File: src/rtl/huff_job_ctrl.sv
// Job sequencer for the Huffman tree engine: loads a job, starts the engine, waits for
// completion under a watchdog, then streams the code table over a valid/ready port.
module huff_job_ctrl #(
    parameter int MAX_SYM = 8,
    parameter int GN_W    = 6,
    parameter int TIMEOUT = 1023,
    parameter int TO_W    = 10
) (
    input  logic            clk,
    input  logic            rst,
    input  logic            req_valid,
    output logic            req_ready,
    input  logic [GN_W-1:0] req_gnumber,
    output logic            eng_start,
    output logic [GN_W-1:0] eng_gnumber,
    input  logic            eng_done,
    output logic [GN_W-1:0] eng_addr,
    input  logic [7:0]      eng_result,
    input  logic [2:0]      eng_len,
    input  logic [7:0]      eng_code,
    output logic            tab_valid,
    input  logic            tab_ready,
    output logic [7:0]      tab_sym,
    output logic [2:0]      tab_len,
    output logic [7:0]      tab_code,
    output logic            tab_last,
    output logic            job_done,
    output logic            err_timeout,
    output logic            err_range,
    output logic            busy,
    output logic [1:0]      dbg_state
);

    // Valid/ready: a beat (or request) transfers on a rising edge where valid and
    // ready are both high; valid never waits on ready, and the beat holds until taken.
    typedef enum logic [1:0] {S_IDLE, S_LOAD, S_RUN, S_DRAIN} state_t;

    localparam logic [GN_W-1:0] MAX_GN  = GN_W'(MAX_SYM);
    localparam logic [GN_W-1:0] GN_ONE  = GN_W'(1);
    localparam logic [TO_W-1:0] TO_ONE  = TO_W'(1);
    localparam logic [TO_W-1:0] TO_LAST = TO_W'(TIMEOUT - 1);

    state_t          state, state_n;
    logic [GN_W-1:0] load_cnt;
    logic [TO_W-1:0] wdog;
    logic            seen_low;
    logic [GN_W-1:0] gn_req;
    logic            eng_finished;
    logic            run_expired;

    assign gn_req       = (req_gnumber > MAX_GN) ? MAX_GN : req_gnumber;
    // A done that has not yet been seen low is the stale idle level, not completion.
    assign eng_finished = eng_done && seen_low;
    assign run_expired  = (wdog == TO_LAST) && !eng_finished;

    assign req_ready = (state == S_IDLE);
    assign busy      = (state != S_IDLE);
    assign eng_start = (state == S_LOAD);
    assign tab_valid = (state == S_DRAIN);
    assign tab_last  = (state == S_DRAIN) && (eng_addr == eng_gnumber - GN_ONE);
    assign tab_sym   = eng_result;
    assign tab_len   = eng_len;
    assign tab_code  = eng_code;
    assign dbg_state = state;

    always_ff @(posedge clk or negedge rst) begin
        if (!rst) begin
            state <= S_IDLE;
        end else begin
            state <= state_n;
        end
    end

    always_comb begin
        state_n = state;
        case (state)
            S_IDLE: begin
                if (req_valid && (gn_req != '0)) state_n = S_LOAD;
            end
            S_LOAD: begin
                if (load_cnt == eng_gnumber - GN_ONE) state_n = S_RUN;
            end
            S_RUN: begin
                if (eng_finished)     state_n = S_DRAIN;
                else if (run_expired) state_n = S_IDLE;
            end
            S_DRAIN: begin
                if (tab_ready && tab_last) state_n = S_IDLE;
            end
            default: state_n = S_IDLE;
        endcase
    end

    always_ff @(posedge clk or negedge rst) begin
        if (!rst) begin
            eng_gnumber <= '0;
            eng_addr    <= '0;
            load_cnt    <= '0;
            wdog        <= '0;
            seen_low    <= 1'b0;
            job_done    <= 1'b0;
            err_timeout <= 1'b0;
            err_range   <= 1'b0;
        end else begin
            job_done <= 1'b0;
            case (state)
                S_IDLE: begin
                    if (req_valid) begin
                        eng_gnumber <= gn_req;
                        err_range   <= (req_gnumber > MAX_GN);
                        err_timeout <= 1'b0;
                        load_cnt    <= '0;
                        eng_addr    <= '0;
                        if (gn_req == '0) job_done <= 1'b1;
                    end
                end
                S_LOAD: begin
                    load_cnt <= load_cnt + GN_ONE;
                    wdog     <= '0;
                    seen_low <= 1'b0;
                end
                S_RUN: begin
                    wdog <= wdog + TO_ONE;
                    if (!eng_done) seen_low <= 1'b1;
                    if (run_expired) err_timeout <= 1'b1;
                end
                S_DRAIN: begin
                    if (tab_ready) begin
                        if (tab_last) begin
                            eng_addr <= '0;
                            job_done <= 1'b1;
                        end else begin
                            eng_addr <= eng_addr + GN_ONE;
                        end
                    end
                end
                default: ;
            endcase
        end
    end

endmodule

File: config.mk
export PLATFORM = sky130hd
export DESIGN_NAME = huff_job_ctrl
export DESIGN_NICKNAME = d
export VERILOG_FILES = /design/src/rtl/huff_job_ctrl.sv
export SDC_FILE = /design/constraint.sdc
export NUM_CORES = 1
export LEC_CHECK = 0
export ABC_AREA = 1
export BUFFER_PORTS_ARGS = -buffer_cell sky130_fd_sc_hd__clkbuf_2
export CAP_MARGIN = 20
export CORE_AREA = 2 2 76 97
export CTS_CLUSTER_DIAMETER = 50
export DETAILED_ROUTE_END_ITERATION = 6
export DIE_AREA = 0 0 78 99
export PLACE_DENSITY = 0.53
export SLEW_MARGIN = 10
export SYNTH_ARGS = -nofsm -noshare
export SYNTH_HDL_FRONTEND = slang
export SYNTH_SLANG_ARGS = --single-unit
File: constraint.sdc
create_clock -name clk -period 2.02 [get_ports clk]
set_input_delay 0.404 -clock clk [delete_from_list [all_inputs] [get_ports clk]]
set_output_delay 0.404 -clock clk [all_outputs]
set_load 0.02 [all_outputs]
-- Word-level counts from Yosys, hierarchy flattened
Index checks and enable logic that the tools add are counted.
W data, S select, Z words.
- $add $sub $neg: 4
- magnitude comparators: 1
- equal/unequal tests: 14
- mux-type cells: 23
- reduce and logical (&&, ||, !) cells: 20
- operators by type and width (kind ; number):
    $mux W6 ; 4
    $pmux W6 S2 ; 2
    $pmux W10 S2 ; 1
    $add A6 B1 Y6 const B ; 2
    $eq A6 B6 Y1 ; 2
    $add A10 B1 Y10 const B ; 1
    $eq A10 B10 Y1 const B ; 1
    $mux W2 ; 5
    $reduce_bool A2 Y1 ; 5
    $ne A2 B1 Y1 const B ; 4
    $pmux W2 S4 ; 1
    $mux W1 ; 7
    $gt A6 B4 Y1 const B ; 1
    $logic_not A6 Y1 ; 1
    $ne A2 B2 Y1 const B ; 3
    $pmux W1 S2 ; 3
    $reduce_and A2 Y1 ; 3
    $reduce_and A3 Y1 ; 2
    $reduce_bool A6 Y1 ; 1
    $sub A6 B1 Y6 const B ; 1
    $logic_and A1 B1 Y1 ; 5
    $eq A2 B2 Y1 const B ; 2
    $reduce_and A4 Y1 ; 1
    $ne A3 B3 Y1 const B ; 1
    other kinds (3) ; 3
- register bits after elaboration: 34
- bits of input ports: 30
- output and inout port bits: 41

-- Longest topological paths before layout
Gate-level depths: netlist (run 1).
- depth after elaboration: 6
- gate-level depth with buffers: 14
- depth with buffers taken out: 14

-- Least setup slack after synthesis (run 1)
OpenSTA, ideal clock, no wires.
- path kind: reg2out
- start point: register eng_gnumber[0]
- end point: output port tab_last
- data arrival time: 1.605 ns
- data required time: 1.616 ns
- setup slack: 0.011 ns
- cell stages (with the launch flop): 12
- cells stage by stage: dfrtp_1 > inv_2 > ha_1 > inv_1 > nand2_1 > nand2_1 > nand2_1 > nand2_1 > nand3_1 > nor2_2 > nand2_1 > inv_1
- longest elaborated chain between the ends: 3
- RTL lines (what ; line ; source):
    from (decl) ; 15 ; output logic [GN_W-1:0] eng_gnumber,
    from (signal assigned) ; 109 ; eng_gnumber <= gn_req;
    $sub A6 B1 Y6 ; 60 ; assign tab_last = (state == S_DRAIN) && (eng_addr == eng_gnumber - GN_ONE);
    $eq A6 B6 Y1 ; 60 ;
    $logic_and A1 B1 Y1 ; 60 ;
    to (decl) ; 26 ; output logic tab_last,
No other way between the ends.

-- Final worst setup path (run 1)
- start point: register eng_gnumber[1]
- end point: output port tab_last
Same word-level chain as after synthesis.

==> results of run 1 <==
synthesized netlist by cell type (5+ instances only):
| master | count |
|---|---|
| a21oi_1 | 13 |
| buf_4 | 19 |
| dfrtp_1 | 34 |
| ha_1 | 9 |
| inv_1 | 39 |
| nand2_1 | 52 |
| nand3_1 | 33 |
| nand4_1 | 5 |
| nor2_1 | 27 |
| nor3_1 | 8 |
| o21ai_0 | 15 |
| xor2_1 | 5 |
worst max-delay path, stage by stage (launching register included):
cell,delay (ns)
dfrtp_1,0.40
buf_6,0.13
nor2_4,0.16
nand4_1,0.17
nand2_1,0.13
nand2_1,0.07
nand2_2,0.08
nand2_2,0.07
inv_2,0.06
buf_8,0.10
state kept, by name (all words and copies together), names as in the netlist:
register     flops
wdog            10
job_done         1
eng_addr         6
eng_gnumber      6
seen_low         1
dbg_state        2
load_cnt         6
err_range        1
err_timeout      1
worst max-delay path by stage:
stage	start	to	cells past startpoint
after floorplan	eng_gnumber[0]	tab_last	11
after global placement	dbg_state[0]	dbg_state[0]	10
after detailed placement	eng_gnumber[0]	tab_last	10
after CTS	eng_gnumber[1]	tab_last	10
after global routing	eng_gnumber[1]	tab_last	12
final	eng_gnumber[1]	tab_last	9
power breakdown:
group	switching [mW]	total, mW	internal, mW
clock network	0.257	0.489	0.231
registers	0.134	0.931	0.797
logic	0.886	1.43	0.547
cell type report:
cell class / instances / area (µm²) / area share
tap: 90 / 113 / 0.0428
multi-input combinational: 187 / 1080 / 0.410
clock buffer: 5 / 68.8 / 0.0261
clock inverter: 2 / 10.0 / 0.00380
sequential: 34 / 852 / 0.324
timing repair buffer: 53 / 355 / 0.135
inverter: 41 / 154 / 0.0584
cell families after synthesis:
logic type                 after synthesis
adders and majority gates                9
DFF                                     34
AOI/OAI and AO/OA                       41
and+or+nand+nor                        131
xor gates and xnor gates                 6
buffers and inverters                   60
per-stage QoR:
step                hold WS, ns  setup slack [ns]
finish                   0.0513           -0.0638
global route             0.0867            -0.187
CTS                      0.0652           -0.0475
detailed placement        0.381            0.0815
global placement          0.388             0.126
floorplan                 0.108            0.0108
what timing repair did:
action | in CTS | in global routing
buffers inserted | 7 | 6
pin swaps | 10 | 12
cloned | 0 | 0
resized for setup | 19 | 16
endpoints found under the setup margin | 1 | 4
metal layers:
| metal | vias to the layer above | track usage |
|---|---|---|
| li1 | 984 | - |
| met1 | 922 | 0.179 |
| met2 | 44 | 0.256 |
| met3 | 6 | 0.0293 |
| met4 | 0 | 0.0634 |
| met5 | - | 0 |
==> out/metrics.sh, run 1 <==
PLACEDINSTANCEAREA_MM2=0.00235
WL_MET2_UM=2650
INSERTEDDIODECOUNT=0
CLKLATENCYLATEPIN_NS=0.29
TIMING.FMAX_MHz=480
CTS-ROOT-BUF='clkbuf_8'
NUM_VIAS=1956
SYNTH_ENABLE_FLOP_CELLS=0
FIN_SETUP_TNS_NS=-0.0638
CELL_LEAKAGE_POWER_nW=1.31
MET3_WIRELENGTH_UM=265
SYNTH_AREA_LEADER_CELL='dfrtp_1'
IOS=71
NUMCTSBUFFERS=5
FINAL_UTIL=0.387
R2R.WORST_PATH.CELLS=15
SYNTH_SIMPLE_GATE_AREA_FRAC=0.272
WORSTREG2REGSTART='eng_gnumber[1]'
POSTSYNTH.ASYNCRESETSHARE=1.00
START_KIND='register'
HOLD_VIOL_FINAL=0
INITIAL_ANTENNA_VIOLATION_COUNT=0
SYNTH.CELL_AREA_MM2=0.00212
MAX-CLOCK-PATH-BUFFERS=2
LARGEST_NET_DEGREE_AT_THE_START_OF_GLOBAL_ROUTING=19
DETAIL_ROUTE.ITER0.VIOLATIONS=83
YS.FLOP_TYPE='dfrtp_1'
DRT.ANTENNA.VIOLATING_NETS=0
CRITPATHARRIVALTIME_NS=1.68
CRIT_REQUIRED_NS=1.62
FIN_AREA_MM2=0.00263
START_UTIL=0.312
SHARE_OF_THE_YOSYS_CHIP_AREA_BELONGING_TO_REGISTERS=0.401
HOLDBUFCOUNTCTS=0
POWER_DENSITY_mW_PER_MM2=1080
TIMING.REG2REG.SETUP_SLACK_NS=0.06
P_TOTAL_mW=2.85
CTSHTREEMAXLEVEL=2
NUMBER_OF_SEARCH_AND_REPAIR_ITERATIONS_IN_THE_FIRST_DETAILED_ROUTING_PASS=4
YOSYS_REGISTER_BITS=34
WORST_SETUP_PATH_END_KIND='output port'
MIN-DELAY-PATH-CLASS='in -> async'
CORE_AREA_MM2=0.00681
DIE-AREA_MM2=0.00772
FINALWEIGHTEDCONGESTION=0.859
YS_WARN_COUNT=0
NUMBER_OF_MAX_SLEW_VIOLATIONS_IN_THE_FINAL_REPORT=0
END_OF_THE_WORST_REGISTER_TO_REGISTER_PATH='dbg_state[1]'
DETAIL_ROUTE.WIRELENGTH.MET1_UM=2320
PERIOD_SHARE=1.03
STD_CELL_ROWS=34
SETUP_VIOL_COUNT_FINAL=1
LARGEST_FAMILY_OF_LOGIC_CELLS_BY_SYNTHESIZED_AREA='simple AND/OR/NAND/NOR gates'
FINISHED_LAYOUT_CELLS=412
VERTICAL_DIE_DIMENSION_UM=99
FINALNETCOUNT=361
STATUS='finished, violations left'
LAYOUT_CELL_SHARE_WITH_DRIVE_STRENGTH_BEYOND_1=0.280
SYNTH_FA_HA_AREA_FRAC=0.0531
POST_SYNTH_MAIN_AREA_CONTRIBUTORS='dfrtp_1, nand2_1, nand3_1'
SYN_INST=281
N_FILL_CELL=730
GRT_PASS1_WL_UM=9160
PLACED_CELLS=395
CTS_TREE='built'
UNREPAIRED_SETUP_ENDPOINTS_AFTER_GLOBAL_ROUTING='yes'
LAYOUT.CELLS.MOST_COMMON='nand2_1'
CRIT_PATH_MAX_FO=5
SYNTH.MUX.AREA_FRACTION=0
YOSYSTOPAREACELLSHARE=0.401
SYN-NUM-NETS=320
SYNTHDISTINCTLIBCELLS=27
FINAL_CELL_MIX='nand2_1, inv_1, dfrtp_1'
CLKTRANSATPATHREGS_NS=0.07
TRITONCTS_NUM_SINKS=34
SETUP_SLACK_NS=-0.0638
WL_PER_CELL_UM=12.9
AREA.GROWTH.SYNTH_TO_FINAL_PCT=24.2
SYNTH_COMPOUND_AREA_FRAC=0.109
VIOLATIONS='setup timing'
LEFTOVER_OVERFLOW_AT_THE_END_OF_GLOBAL_ROUTING=0
DIE-WIDTH_UM=78
MAX_SLEW.WORST_PIN.SLEW_NS=0.454
SLEW_HEADROOM=0.697
FIRST_GLOBAL_VIAS=2035
DRC=0
FINCLKSKEW_NS=0.00557
XOR_XNOR_SHARE_OF_THE_SYNTHESIZED_AREA=0.0248
PORT-BUFFER-COUNT=32
HIGHEST-SIGNAL-LAYER='met4'
MAXCAPVIOLATIONS=0
VIA_PER_INST=4.75
DETAIL_PLACEMENT_HPWL_UM=4030
LAYOUT_MIN_CYCLE_TIME_NS=2.08
LARGEST_VOLTAGE_DROP_ON_THE_VDD_NET_V=0.000538
POST_SYNTH.CELL_AREA_AVG_UM2=7.55
CRITICALPATHCATEGORY='reg -> out'
GRT_UTIL_ALL_LAYERS=0.149
ROUTED_WIRE_LENGTH_UM=5310
No activity file was read; power rests on OpenSTA's default activity.
==> run 2, diff against run 1 <==
--- a/config.mk
+++ b/config.mk
@@ -8,11 +8,12 @@
 export ABC_AREA = 1
 export BUFFER_PORTS_ARGS = -buffer_cell sky130_fd_sc_hd__clkbuf_2
 export CAP_MARGIN = 20
-export CORE_AREA = 2 2 76 97
+export CORE_AREA = 2 2 119 63
 export CTS_CLUSTER_DIAMETER = 50
 export DETAILED_ROUTE_END_ITERATION = 6
-export DIE_AREA = 0 0 78 99
+export DIE_AREA = 0 0 121 65
 export PLACE_DENSITY = 0.53
+export SKIP_LAST_GASP = 1
 export SLEW_MARGIN = 10
 export SYNTH_ARGS = -nofsm -noshare
 export SYNTH_HDL_FRONTEND = slang
==> run 2 against run 1 <==
Effect of this change: the run still ends with setup timing left; worst setup slack worse by 0.0067 ns; global-route usage is 1.0 points higher; clock power is 55% higher; via count is 0.61% lower; wire length is 8.8% higher; critical path type unchanged; largest power group unchanged; highest routed layer unchanged.
==> out/metrics.sh, run 2 (same netlist as run 1, synthesis figures left out) <==
INITIAL_ANTENNA_VIOLATION_COUNT=0  # unchanged
NUM_VIAS=1944  # -0.61%
MET3_WIRELENGTH_UM=273  # +3.0%
STATUS='finished, violations left'
HOLD_VIOL_FINAL=0  # unchanged
CRITPATHARRIVALTIME_NS=1.69  # about the same
AREA.GROWTH.SYNTH_TO_FINAL_PCT=27.1
TIMING.FMAX_MHz=478  # -0.32%
FINALNETCOUNT=365  # +1.1%
GRT_UTIL_ALL_LAYERS=0.159  # +0.0103
MAX_SLEW.WORST_PIN.SLEW_NS=0.470  # +0.0158 ns
WORST_SETUP_PATH_END_KIND='output port'
DETAIL_ROUTE.ITER0.VIOLATIONS=162  # +95%
FINAL_CELL_MIX='nand2_1, inv_1, dfrtp_1'
NUMBER_OF_SEARCH_AND_REPAIR_ITERATIONS_IN_THE_FIRST_DETAILED_ROUTING_PASS=4  # unchanged
TRITONCTS_NUM_SINKS=34  # unchanged
SLOWEST_DELAY_NS=0.37  # -0.03 ns
NUMBER_OF_MAX_SLEW_VIOLATIONS_IN_THE_FINAL_REPORT=0  # unchanged
TIMING.CRITICAL_PATH.TO='tab_last'
START_UTIL=0.305  # -0.00705
SLEW_HEADROOM=0.687  # -0.0105
VIOLATIONS='setup timing'
DIE-AREA_MM2=0.00787  # +1.9%
FINCLKSKEW_NS=0.00607  # +0.000499 ns
CRIT_CHAIN='inv_2, ha_4, inv_2, nand2_2, nand2_2, nand2_1, nand2_1, nand3_2, nor2_4, nand2_2, inv_2, buf_8'
CRIT_REQUIRED_NS=1.62  # about the same
SETUP_VIOL_COUNT_FINAL=1  # unchanged
LARGEST_NET_DEGREE_AT_THE_START_OF_GLOBAL_ROUTING=35  # +16
WORSTPATHBUFFERINVERTERCOUNT=4  # +1
MULTI_INPUT_AREA_MM2=0.00107  # -1.4%
CRITPATHTOPFAMILY='simple AND/OR/NAND/NOR gates'
CTS_TREE='built'
LARGEST_REGISTER_FFS=10  # unchanged
NUMBER_OF_GATES_ON_THE_WORST_PATH_WITH_BUFFERS_COUNTED=12  # +3
DETAIL_PLACEMENT_HPWL_UM=4270  # +5.8%
PORT-BUFFER-COUNT=32  # unchanged
SETUP.WORST_PATH.START='eng_gnumber[1]'
VERTICAL_DIE_DIMENSION_UM=65  # -34%
LAYOUT.CELLS.MOST_COMMON='nand2_1'
CELL_LEAKAGE_POWER_nW=1.32  # +0.71%
ROUTED_WIRE_LENGTH_UM=5780  # +8.8%
MAX-CLOCK-PATH-BUFFERS=2  # unchanged
HIGHEST-SIGNAL-LAYER='met4'
SEQ_AREA_UM2=852  # unchanged
R2R.WORST_PATH.CELLS=14  # -1
DRC=0  # unchanged
MAXCAPVIOLATIONS=0  # unchanged
GRT_PASS1_WL_UM=9250  # +0.97%
LAYOUT_MIN_CYCLE_TIME_NS=2.09  # +0.00668 ns
START_KIND='register'
REGMOSTFLOPS='wdog'
LARGEST_VOLTAGE_DROP_ON_THE_VDD_NET_V=0.000691  # +28%
IOS=71  # unchanged
MIN-DELAY-PATH-CLASS='in -> async'
FIN_SETUP_TNS_NS=-0.0705  # -0.00668 ns
FIRST_GLOBAL_VIAS=1796  # -12%
END_OF_THE_WORST_REGISTER_TO_REGISTER_PATH='dbg_state[0]'
FINALWEIGHTEDCONGESTION=0.866  # +0.77%
P_TOTAL_mW=3.28  # +15%
POWER_DENSITY_mW_PER_MM2=1210  # +12%
NUMCTSBUFFERS=5  # unchanged
CTS-ROOT-BUF='clkbuf_16'
CRITPATHSLOWESTCELL='dfrtp_1'
DRT.ANTENNA.VIOLATING_NETS=0  # unchanged
CORE_AREA_MM2=0.00696  # +2.3%
TIMING.REG2REG.SETUP_SLACK_NS=0.07  # about the same
LAYOUT_CELL_SHARE_WITH_DRIVE_STRENGTH_BEYOND_1=0.280  # +0.000497
WL_PER_CELL_UM=13.7  # +6.5%
CRITICALPATHCATEGORY='reg -> out'
VIA_PER_INST=4.62  # -2.7%
CLKLATENCYLATEPIN_NS=0.29  # about the same
LEFTOVER_OVERFLOW_AT_THE_END_OF_GLOBAL_ROUTING=0  # unchanged
DIE-WIDTH_UM=121  # +55%
WHS_NS=0.157  # +0.106 ns
CRIT_PATH_MAX_FO=5  # unchanged
SETUP_SLACK_NS=-0.0705  # -0.00668 ns
STD_CELL_ROWS=22  # -35%
UNREPAIRED_SETUP_ENDPOINTS_AFTER_GLOBAL_ROUTING='yes'
PERIOD_SHARE=1.03  # +0.00331
CTSHTREEMAXLEVEL=2  # unchanged
N_FILL_CELL=726  # -0.55%
CLKTRANSATPATHREGS_NS=0.05  # -0.02 ns
DETAIL_ROUTE.WIRELENGTH.MET1_UM=3310  # +43%
WORSTREG2REGSTART='eng_gnumber[1]'
WL_MET2_UM=2100  # -20%
INSERTEDDIODECOUNT=0  # unchanged
run 2: report_power, final:
group          internal [mW]  switching (mW)  total [mW]
logic                  0.610           0.979        1.59
clock network          0.476           0.280       0.756
registers              0.799           0.132       0.931
total                   1.88            1.39        3.28
run 2: through the flow:
step	util	instances	worst slack [ns]	cell area, µm²
after floorplan	-	281	0.0108	2120
after global placement	0.336	401	0.0974	2340
after detailed placement	0.336	401	0.0601	2340
after CTS	0.378	422	-0.0464	2630
after global routing	0.387	421	-0.165	2700
final	0.387	421	-0.0705	2700
run 2: timing repair:
| action | CTS | global route |
|---|---|---|
| setup buffers | 15 | 4 |
| resized for setup | 13 | 19 |
| hold buffers | 0 | 0 |
| pin swaps | 8 | 20 |
| setup endpoints to repair | 1 | 3 |
| endpoints found under the hold margin | 0 | 0 |
run 2: worst reg2reg max path: stages, from the launching register on:
cell	delay [ns]
dfrtp_1	0.39
buf_6	0.13
nor2_4	0.13
nand4_1	0.21
nand2_1	0.14
buf_4	0.11
buf_4	0.09
buf_4	0.09
nand2_1	0.04
nand2_1	0.07
nand3_2	0.09
nand2_2	0.13
nand3_4	0.09
nand2_2	0.08
nand2_1	0.04
run 2: how the worst min path moves through the flow:
stage,end,slack [ns]
floorplan,dbg_state[0],0.11
global placement,wdog[4],0.48
detailed placement,wdog[4],0.47
CTS,eng_gnumber[3],0.18
global route,eng_gnumber[3],0.19
finish,err_range,0.16
run 2: routing by layer:
| metal | track usage | vias up |
|---|---|---|
| li1 | - | 989 |
| met1 | 0.252 | 911 |
| met2 | 0.189 | 37 |
| met3 | 0.0405 | 7 |
| met4 | 0.0756 | 0 |
| met5 | 0 | - |
run 2: final cells by class:
class,instances,area share
inverters,41,0.0571
repair buffers,57,0.135
well taps,96,0.0445
multi-input cells,187,0.395
clock buffers,6,0.0515
flip-flops and latches,34,0.316
